--- config.mk ---
export PLATFORM = sky130hd
export DESIGN_NAME = bus_rr_arbiter
export DESIGN_NICKNAME = d
export VERILOG_FILES = /design/src/rtl/bus_rr_arbiter.sv
export SDC_FILE = /design/constraint.sdc
export NUM_CORES = 1
export LEC_CHECK = 0
export ABC_AREA = 1
export CAP_MARGIN = 20
export CORE_MARGIN = 1.5
export CORE_UTILIZATION = 56
export CTS_CLUSTER_DIAMETER = 120
export CTS_CLUSTER_SIZE = 24
export DETAILED_ROUTE_END_ITERATION = 10
export PLACE_DENSITY = 0.79
export SETUP_SLACK_MARGIN = 0.5
export SLEW_MARGIN = 20
export SYNTH_ARGS = -nofsm -noshare
export SYNTH_HDL_FRONTEND = slang
export SYNTH_SLANG_ARGS = --single-unit
--- constraint.sdc ---
create_clock -name clk -period 2.3 [get_ports clk]
set_input_delay 0.23 -clock clk [delete_from_list [all_inputs] [get_ports clk]]
set_output_delay 0.23 -clock clk [all_outputs]
set_load 0.02 [all_outputs]
--- src/rtl/bus_rr_arbiter.sv ---
// Four-master round-robin bus arbiter with active-low handshakes and a
// bounded-hold rule that preempts a long-running owner at a transaction boundary.
module bus_rr_arbiter #(
  parameter int HOLD_MAX = 16,
  parameter int HOLD_W   = 5
) (
  input  logic       clk,
  input  logic       reset,
  input  logic       m0_req_,
  input  logic       m1_req_,
  input  logic       m2_req_,
  input  logic       m3_req_,
  input  logic       m_rdy_,
  output logic       m0_grnt_,
  output logic       m1_grnt_,
  output logic       m2_grnt_,
  output logic       m3_grnt_,
  output logic [1:0] owner,
  output logic       busy,
  output logic       preempt
);

  typedef enum logic {IDLE, OWNED} state_e;

  localparam logic [HOLD_W-1:0] HOLD_LIM = HOLD_W'(HOLD_MAX);

  state_e            state_q, state_d;
  logic [3:0]        grnt_q, grnt_d;
  logic [1:0]        owner_q, owner_d;
  logic [1:0]        ptr_q, ptr_d;
  logic [HOLD_W-1:0] hold_q, hold_d;
  logic              preempt_q, preempt_d;

  logic [3:0] req;
  logic [3:0] others;
  logic       owner_req;
  logic       hold_expired;

  // First asserted request in the order ptr, ptr+1, ptr+2, ptr+3; callers
  // only use the result when at least one bit of req is set.
  function automatic logic [1:0] rr_pick(input logic [3:0] r, input logic [1:0] p);
    logic [1:0] idx;
    logic [1:0] pick;
    pick = p;
    for (int i = 3; i >= 0; i--) begin
      idx = p + i[1:0];
      if (r[idx]) pick = idx;
    end
    return pick;
  endfunction

  assign req          = ~{m3_req_, m2_req_, m1_req_, m0_req_};
  assign others       = req & ~(4'b0001 << owner_q);
  assign owner_req    = req[owner_q];
  assign hold_expired = (HOLD_MAX != 0) && (hold_q == HOLD_LIM);

  always_comb begin
    state_d   = state_q;
    grnt_d    = grnt_q;
    owner_d   = owner_q;
    ptr_d     = ptr_q;
    hold_d    = hold_q;
    preempt_d = 1'b0;
    case (state_q)
      IDLE: begin
        if (|req) begin
          owner_d = rr_pick(req, ptr_q);
          grnt_d  = 4'b0001 << owner_d;
          ptr_d   = owner_d + 2'd1;
          hold_d  = '0;
          state_d = OWNED;
        end
      end
      OWNED: begin
        if (!owner_req) begin
          // The releasing owner's request is already low, so a plain pick
          // over all requests hands straight over with no idle cycle.
          if (|req) begin
            owner_d = rr_pick(req, ptr_q);
            grnt_d  = 4'b0001 << owner_d;
            ptr_d   = owner_d + 2'd1;
            hold_d  = '0;
          end else begin
            grnt_d  = '0;
            hold_d  = '0;
            state_d = IDLE;
          end
        end else if (hold_expired && (|others) && !m_rdy_) begin
          owner_d   = rr_pick(others, ptr_q);
          grnt_d    = 4'b0001 << owner_d;
          ptr_d     = owner_d + 2'd1;
          hold_d    = '0;
          preempt_d = 1'b1;
        end else if (|others) begin
          hold_d = (hold_q == HOLD_LIM) ? hold_q : hold_q + HOLD_W'(1);
        end else begin
          hold_d = '0;
        end
      end
      default: begin
        state_d = IDLE;
        grnt_d  = '0;
      end
    endcase
  end

  always_ff @(posedge clk or posedge reset) begin
    if (reset) begin
      state_q   <= IDLE;
      grnt_q    <= '0;
      owner_q   <= '0;
      ptr_q     <= '0;
      hold_q    <= '0;
      preempt_q <= 1'b0;
    end else begin
      state_q   <= state_d;
      grnt_q    <= grnt_d;
      owner_q   <= owner_d;
      ptr_q     <= ptr_d;
      hold_q    <= hold_d;
      preempt_q <= preempt_d;
    end
  end

  assign {m3_grnt_, m2_grnt_, m1_grnt_, m0_grnt_} = ~grnt_q;
  assign owner   = owner_q;
  assign busy    = (state_q == OWNED);
  assign preempt = preempt_q;

endmodule

# Yosys cells after proc, flatten, opt, wreduce, memory -nomap -nowiden

Cells that the tools add are included.

Register bits: 15
Input bits: 7
Output and inout port bits: 8
Logic and storage cells: 100

$add $sub $neg: 7
Order comparisons: 5
Equal/unequal tests: 5
Shifts and indexed selects: 4
Multiplexer cells: 60
Bitwise operators: 5
Reductions and logical operators: 8

Operators by type and width:

| operator                                                             | number |
|---|---|
| 2-bit 2-to-1 mux                                                     | 23 |
| 5-bit 2-to-1 mux                                                     | 5 |
| 1-bit binary-select mux with 2-bit select                            | 9 |
| 4-bit 2-to-1 mux                                                     | 4 |
| 1-bit by 2-bit << shifter with 4-bit output, first input constant    | 4 |
| 2-bit by 3-bit < comparator with 1-bit output, second input constant | 5 |
| 1-bit 2-to-1 mux                                                     | 14 |
| 4-bit NOT                                                            | 3 |
| 5-bit case mux with 2 select lines                                   | 1 |
| 2-bit by 1-bit adder with 2-bit output, second input constant        | 4 |
| 2-bit case mux with 2 select lines                                   | 2 |
| 4-bit case mux with 2 select lines                                   | 1 |
| 4-bit OR reduction                                                   | 2 |
| 5-bit by 1-bit adder with 5-bit output, second input constant        | 1 |
| 5-bit equality test, second input constant                           | 1 |
| 5-bit by 4-bit != test with 1-bit output, second input constant      | 1 |
| 2-bit adder, second input constant                                   | 2 |
| 4-bit AND                                                            | 1 |
| 2-bit AND reduction                                                  | 2 |
| 3-bit by 1-bit != test with 1-bit output, second input constant      | 1 |
| 3-bit by 2-bit != test with 1-bit output, second input constant      | 1 |
| 3-bit AND reduction                                                  | 1 |
| 1-bit logical AND                                                    | 2 |
| 2-bit != test, second input constant                                 | 1 |
| 3 further kinds                                                      | 3 |

# Logic depth before layout (Yosys ltp)

Gate-level depths: netlist (run 1).

Depth after elaboration: 16
Gate-level depth with buffers: 16
Gate-level depth less buffers: 16

# Least setup slack after synthesis (run 1)

No wires, ideal clock.

Path kind: flip-flop to flip-flop
From: register ptr_q[1]
To: register grnt_q[0]
Setup time: 0.116 ns
Arrival time: 1.726 ns
Required time: 2.184 ns
Path slack: 0.458 ns
Stages on the path, launching flop included: 15
Path buffers: 1
Clock period less this slack: 1.842 ns
Cells stage by stage: dfrtp_1 > buf_4 > inv_2 > nand2_1 > nand2_2 > o21ai_1 > o21bai_1 > nand3_1 > nand2_1 > inv_1 > ha_1 > a31oi_1 > nand2_1 > nand2_1 > nand2_1

Cells in the longest elaborated chain, start to end: 14
Elaborated cells between the ends (all ways): 42
Classes of those cells: add/sub: 3; shift: 3; mux: 36

RTL lines:

| element                                                               | line       | RTL |
|---|---|---|
| from (decl)                                                           | 30         | `logic [1:0] ptr_q, ptr_d;` |
| from (signal assigned)                                                | 119        | `ptr_q <= ptr_d;` |
| 2-bit adder                                                           | 46         | `idx = p + i[1:0];` |
| 1-bit binary-select mux with 2-bit select                             | 47         | `if (r[idx]) pick = idx;` |
| 1-bit 2-to-1 mux (implied by the code)                                | 47         |  |
| 2-bit 2-to-1 mux (4 in series)                                        | 47         |  |
| 2-bit 2-to-1 mux, on equally long branches                            | 66, 78, 88 |  |
| 2-bit 2-to-1 mux                                                      | 75         | `if (!owner_req) begin` |
| 2-bit 2-to-1 mux                                                      | 64         | `case (state_q)` |
| 1-bit by 2-bit << shifter with 4-bit output, on equally long branches | 80, 90     |  |
| 4-bit 2-to-1 mux, on equally long branches                            | 78, 88     |  |
| 4-bit 2-to-1 mux                                                      | 75         |  |
| 4-bit case mux with 2 select lines (*)                                | 64         |  |
| to (signal assigned)                                                  | 117        | `grnt_q <= grnt_d;` |
| to (decl)                                                             | 28         | `logic [3:0] grnt_q, grnt_d;` |

Every way passes the cells marked *; elsewhere a longest branch is shown, timed or not. The select of a mux whose other input is x is not followed.
A chain may end at the register's enable or synchronous reset.

# Worst setup path in the final report (run 1)

From: register ptr_q[0]
To: register grnt_q[0]

The elaborated chain is that of the path after synthesis.

==> run metrics, run 1 <==
Fill cells=between 100 and 150; number of vias per cell=between 5 and 6; number of buffers on the longest clock path=2; fraction of synthesized cell area taken by the top area cell type=a little over a quarter; sequential area share after synthesis=26.5%; run status=finished clean; arrival time reported for the critical path endpoint=about 2.3 ns; TritonRoute pass-1 iters=5; total power draw=3680 uW; clock insertion delay at the later pin of the skew report=around 0.30 ns; vias post-DR=1701; most numerous cell in the Yosys netlist=nand2_1; HPWL after detailed placement=around 2500 microns; number of H-tree branching levels=1; Post-CTS Hold Buffers=0; net switching share of the total power=a little over half; Yosys top cell by area=dfrtp_1; per-cell routed wire length=roughly 16 microns; first-iteration detailed-routing DRC count=approximately 120; worst reg2reg endpoint=grnt_q[0]; Final Hold Violating Endpoints=0; wire length of the first global-routing pass=~6400 microns; Core ar.=between 2000 and 2500 sq um; number of rows in the core area=18; net total in the final layout=279; total inserted antenna cells=0; total clock buffers created by CTS=3; headroom to the max-slew limit=about three fifths; Combinational Power Share=82.4%; hold crit path type=input pin to asynchronous set/reset pin; netlist area before placement=~1400 sq um; post-route core utilization=84.9%; number of maximum-capacitance constraint violations=0; classification of the worst setup path=register to register; Total Negative Setup Slacks=0 ns; Req. time, crit path=around 2.5 ns; worst clock skew=roughly 0.0055 ns; setup violators final=0; global placement routability congestion=0.981; relative contribution of sequential cells to total power=between 10% and 20%; pin count of the biggest net entering global routing=16; number of antenna violations at the first check in global routing=0; startpoint types=register; maximum net fanout on the critical path=7; effective utilization at floorplan=58.3%; I/O Pins=15; die height=roughly 53 microns; slew at the pin closest to its max-slew limit=about 0.57 ns; power density over the cells=1780 nW/um^2; leakage component of the power=roughly 0.0011 uW; detailed-route wire length=between 4000 and 5000 microns; sink count of the clock tree=15; mean cell area of the mapped netlist=around 6.3 sq um; number of buffers added on ports=14; count of cell types in the netlist=29; post-route fraction of the period consumed by the critical path=91.1%; fraction of layout cells with a size suffix above 1=a little under two fifths; worst reg2reg path depth=14; leading register cell type out of synthesis=dfrtp_1; type of destination of the critical path=register; via count of the first global-routing pass=between 1000 and 1500; top area cells in the synthesized netlist=dfrtp_1 26%, nand2_1 22%, inv_1 6.3%, ha_1 6.2%, nand3_1 6.0%; most instantiated cells after synthesis=82 x nand2_1, 24 x inv_1, 17 x nand3_1; switching power summed over all nets=between 1500 and 2000 uW; relative contribution of the clock network to total power=4.5%; number of routed nets with antenna violations=0; reg-to-reg slack, setup=0.21 ns; Post-synth ARST share=between 90% and 100%; clock tree from TritonCTS=built; final critical path time including I/O delays and setup=approximately 2.1 ns; number of remaining DRC errors=0; width of the die=roughly 53 microns; FF+latch count, synth=15; RSZ-0062 raised after global routing=true; CTS Root Buffer Type=clkbuf_4; Peak VDD IR=between 1 and 1.5 mV; Die Area=between 2000 and 3000 sq um; synthesized instance count=about 230; Internal Dissipation=1710 uW; RR Startpoint=ptr_q[0]; GRT Residual Overflow=0; Area growth, synth to finish=45.5%; highest achievable clock rate=477 MHz; Max Slew Vio Count=0; EDFF count, synth=0; post-CTS clock slew at the launch and capture registers of the worst setup and hold paths=~0.1 ns; synthesis warning total=0; number of nets produced by synthesis=240; total routing resource utilization after global routing=~31%
-- cells in the final DEF (no fill, tap or decap), types with 2 or more instances in the layout --
master,Yosys,routed
clkbuf_4,0,3
inv_1,24,22
ha_2,0,2
dfrtp_2,0,4
nor2_1,14,9
buf_4,2,18
xor2_1,3,3
nand2_1,82,59
dlymetal6s2s_1,0,2
nand3_1,17,14
clkdlybuf4s50_1,0,12
a21oi_2,1,4
ha_4,0,3
nand2_2,3,21
a31oi_1,3,2
ha_1,7,2
buf_6,1,3
nor2_4,0,4
nand2_4,2,7
a21oi_1,9,6
o21ai_2,1,5
inv_2,10,10
nand4_1,2,2
inv_4,0,2
o21ai_1,12,12
nand3_2,0,3
nor2_2,2,3
dfrtp_1,15,11
o21ai_0,6,2
-- routing by layer --
layer | routed length, microns | GRT usage (%) | vias up
met1 | 1840 | 38.9 | 784
met5 | 0 | 0 | -
met2 | 2370 | 53.3 | 100
li1 | - | - | 798
met3 | 405 | 7.63 | 19
met4 | 137 | 5.98 | 0
-- cell families (layout without fill, tap and decap cells) --
| logic type | Yosys count | in the layout | share of synthesized area [%] |
|---|---|---|---|
| flops | 15 | 15 | 26.5 |
| xor+xnor | 3 | 3 | 1.85 |
| fa+ha+maj | 7 | 7 | 6.17 |
| simple gates | 125 | 125 | 38.6 |
| compound gates | 38 | 38 | 15.8 |
| buf+inv | 38 | 76 | 11.1 |
-- state kept, by name (all words and copies together) (netlist names) --
signal and cells:
preempt 1, grnt_q 4, ptr_q 2, busy 1
hold_q 5, owner 2
-- timing repair --
item,in CTS,in global routing
buffers inserted,8,10
endpoints found under the setup margin,6,13
gates resized for setup,35,41
cloned,1,0
pin swaps,30,18
-- per-stage QoR --
stage	cell area [sq um]	hold slack (ns)	setup slack [ns]	cells
after CTS	1830	0.328	0.358	284
after detailed placement	1620	0.470	0.0552	271
final	2060	0.290	0.205	294
after global routing	2060	0.375	0.110	294
after floorplan	1430	0.131	0.497	226
after global placement	1620	0.463	0.0508	271
-- worst max path at each step --
stage	slack (ns)	start	end
floorplan	0.50	ptr_q[0]	grnt_q[0]
global placement	0.05	m0_req_	grnt_q[0]
detailed placement	0.06	m0_req_	grnt_q[2]
CTS	0.36	ptr_q[0]	grnt_q[1]
global route	0.11	ptr_q[0]	grnt_q[0]
finish	0.21	ptr_q[0]	grnt_q[0]
-- power by group through the flow --
stage	registers [uW]	logic [uW]	clock network, uW
after global placement	471	1860	0
after CTS	468	2330	165
final	481	3040	165
after floorplan	446	1480	0
after global routing	491	3260	174
after detailed placement	473	1890	0
-- layout make-up --
type	count	area, sq um	share of cell area, %
Multi-Input combinational cell	173	1120	54.1
Sequential cell	15	380	18.4
Timing Repair Buffer	37	362	17.5
Inverter	35	141	6.85
Tap cell	30	37.5	1.82
Clock buffer	4	26.3	1.27
-- worst max-delay path: stages (launching register included) --
cell and delay [ns]:
dfrtp_2 0.50, buf_6 0.17, nand2_4 0.08, nand2_4 0.09
nand2_2 0.08, o21ai_2 0.06, o21bai_1 0.17, nand3_1 0.17
nand2_4 0.14, inv_2 0.05, ha_2 0.18, a21oi_1 0.13
nor2_1 0.07, nand2_1 0.06, nand2_1 0.04
(Power assumes the default switching activity.)
==> run 2, diff against run 1 <==
--- a/config.mk
+++ b/config.mk
@@ -10,7 +10,6 @@
 export CORE_MARGIN = 1.5
 export CORE_UTILIZATION = 56
 export CTS_CLUSTER_DIAMETER = 120
-export CTS_CLUSTER_SIZE = 24
 export DETAILED_ROUTE_END_ITERATION = 10
 export PLACE_DENSITY = 0.79
 export SETUP_SLACK_MARGIN = 0.5
==> results of run 2 <==
Final layout, timing and power as in run 1 (identical DEF).
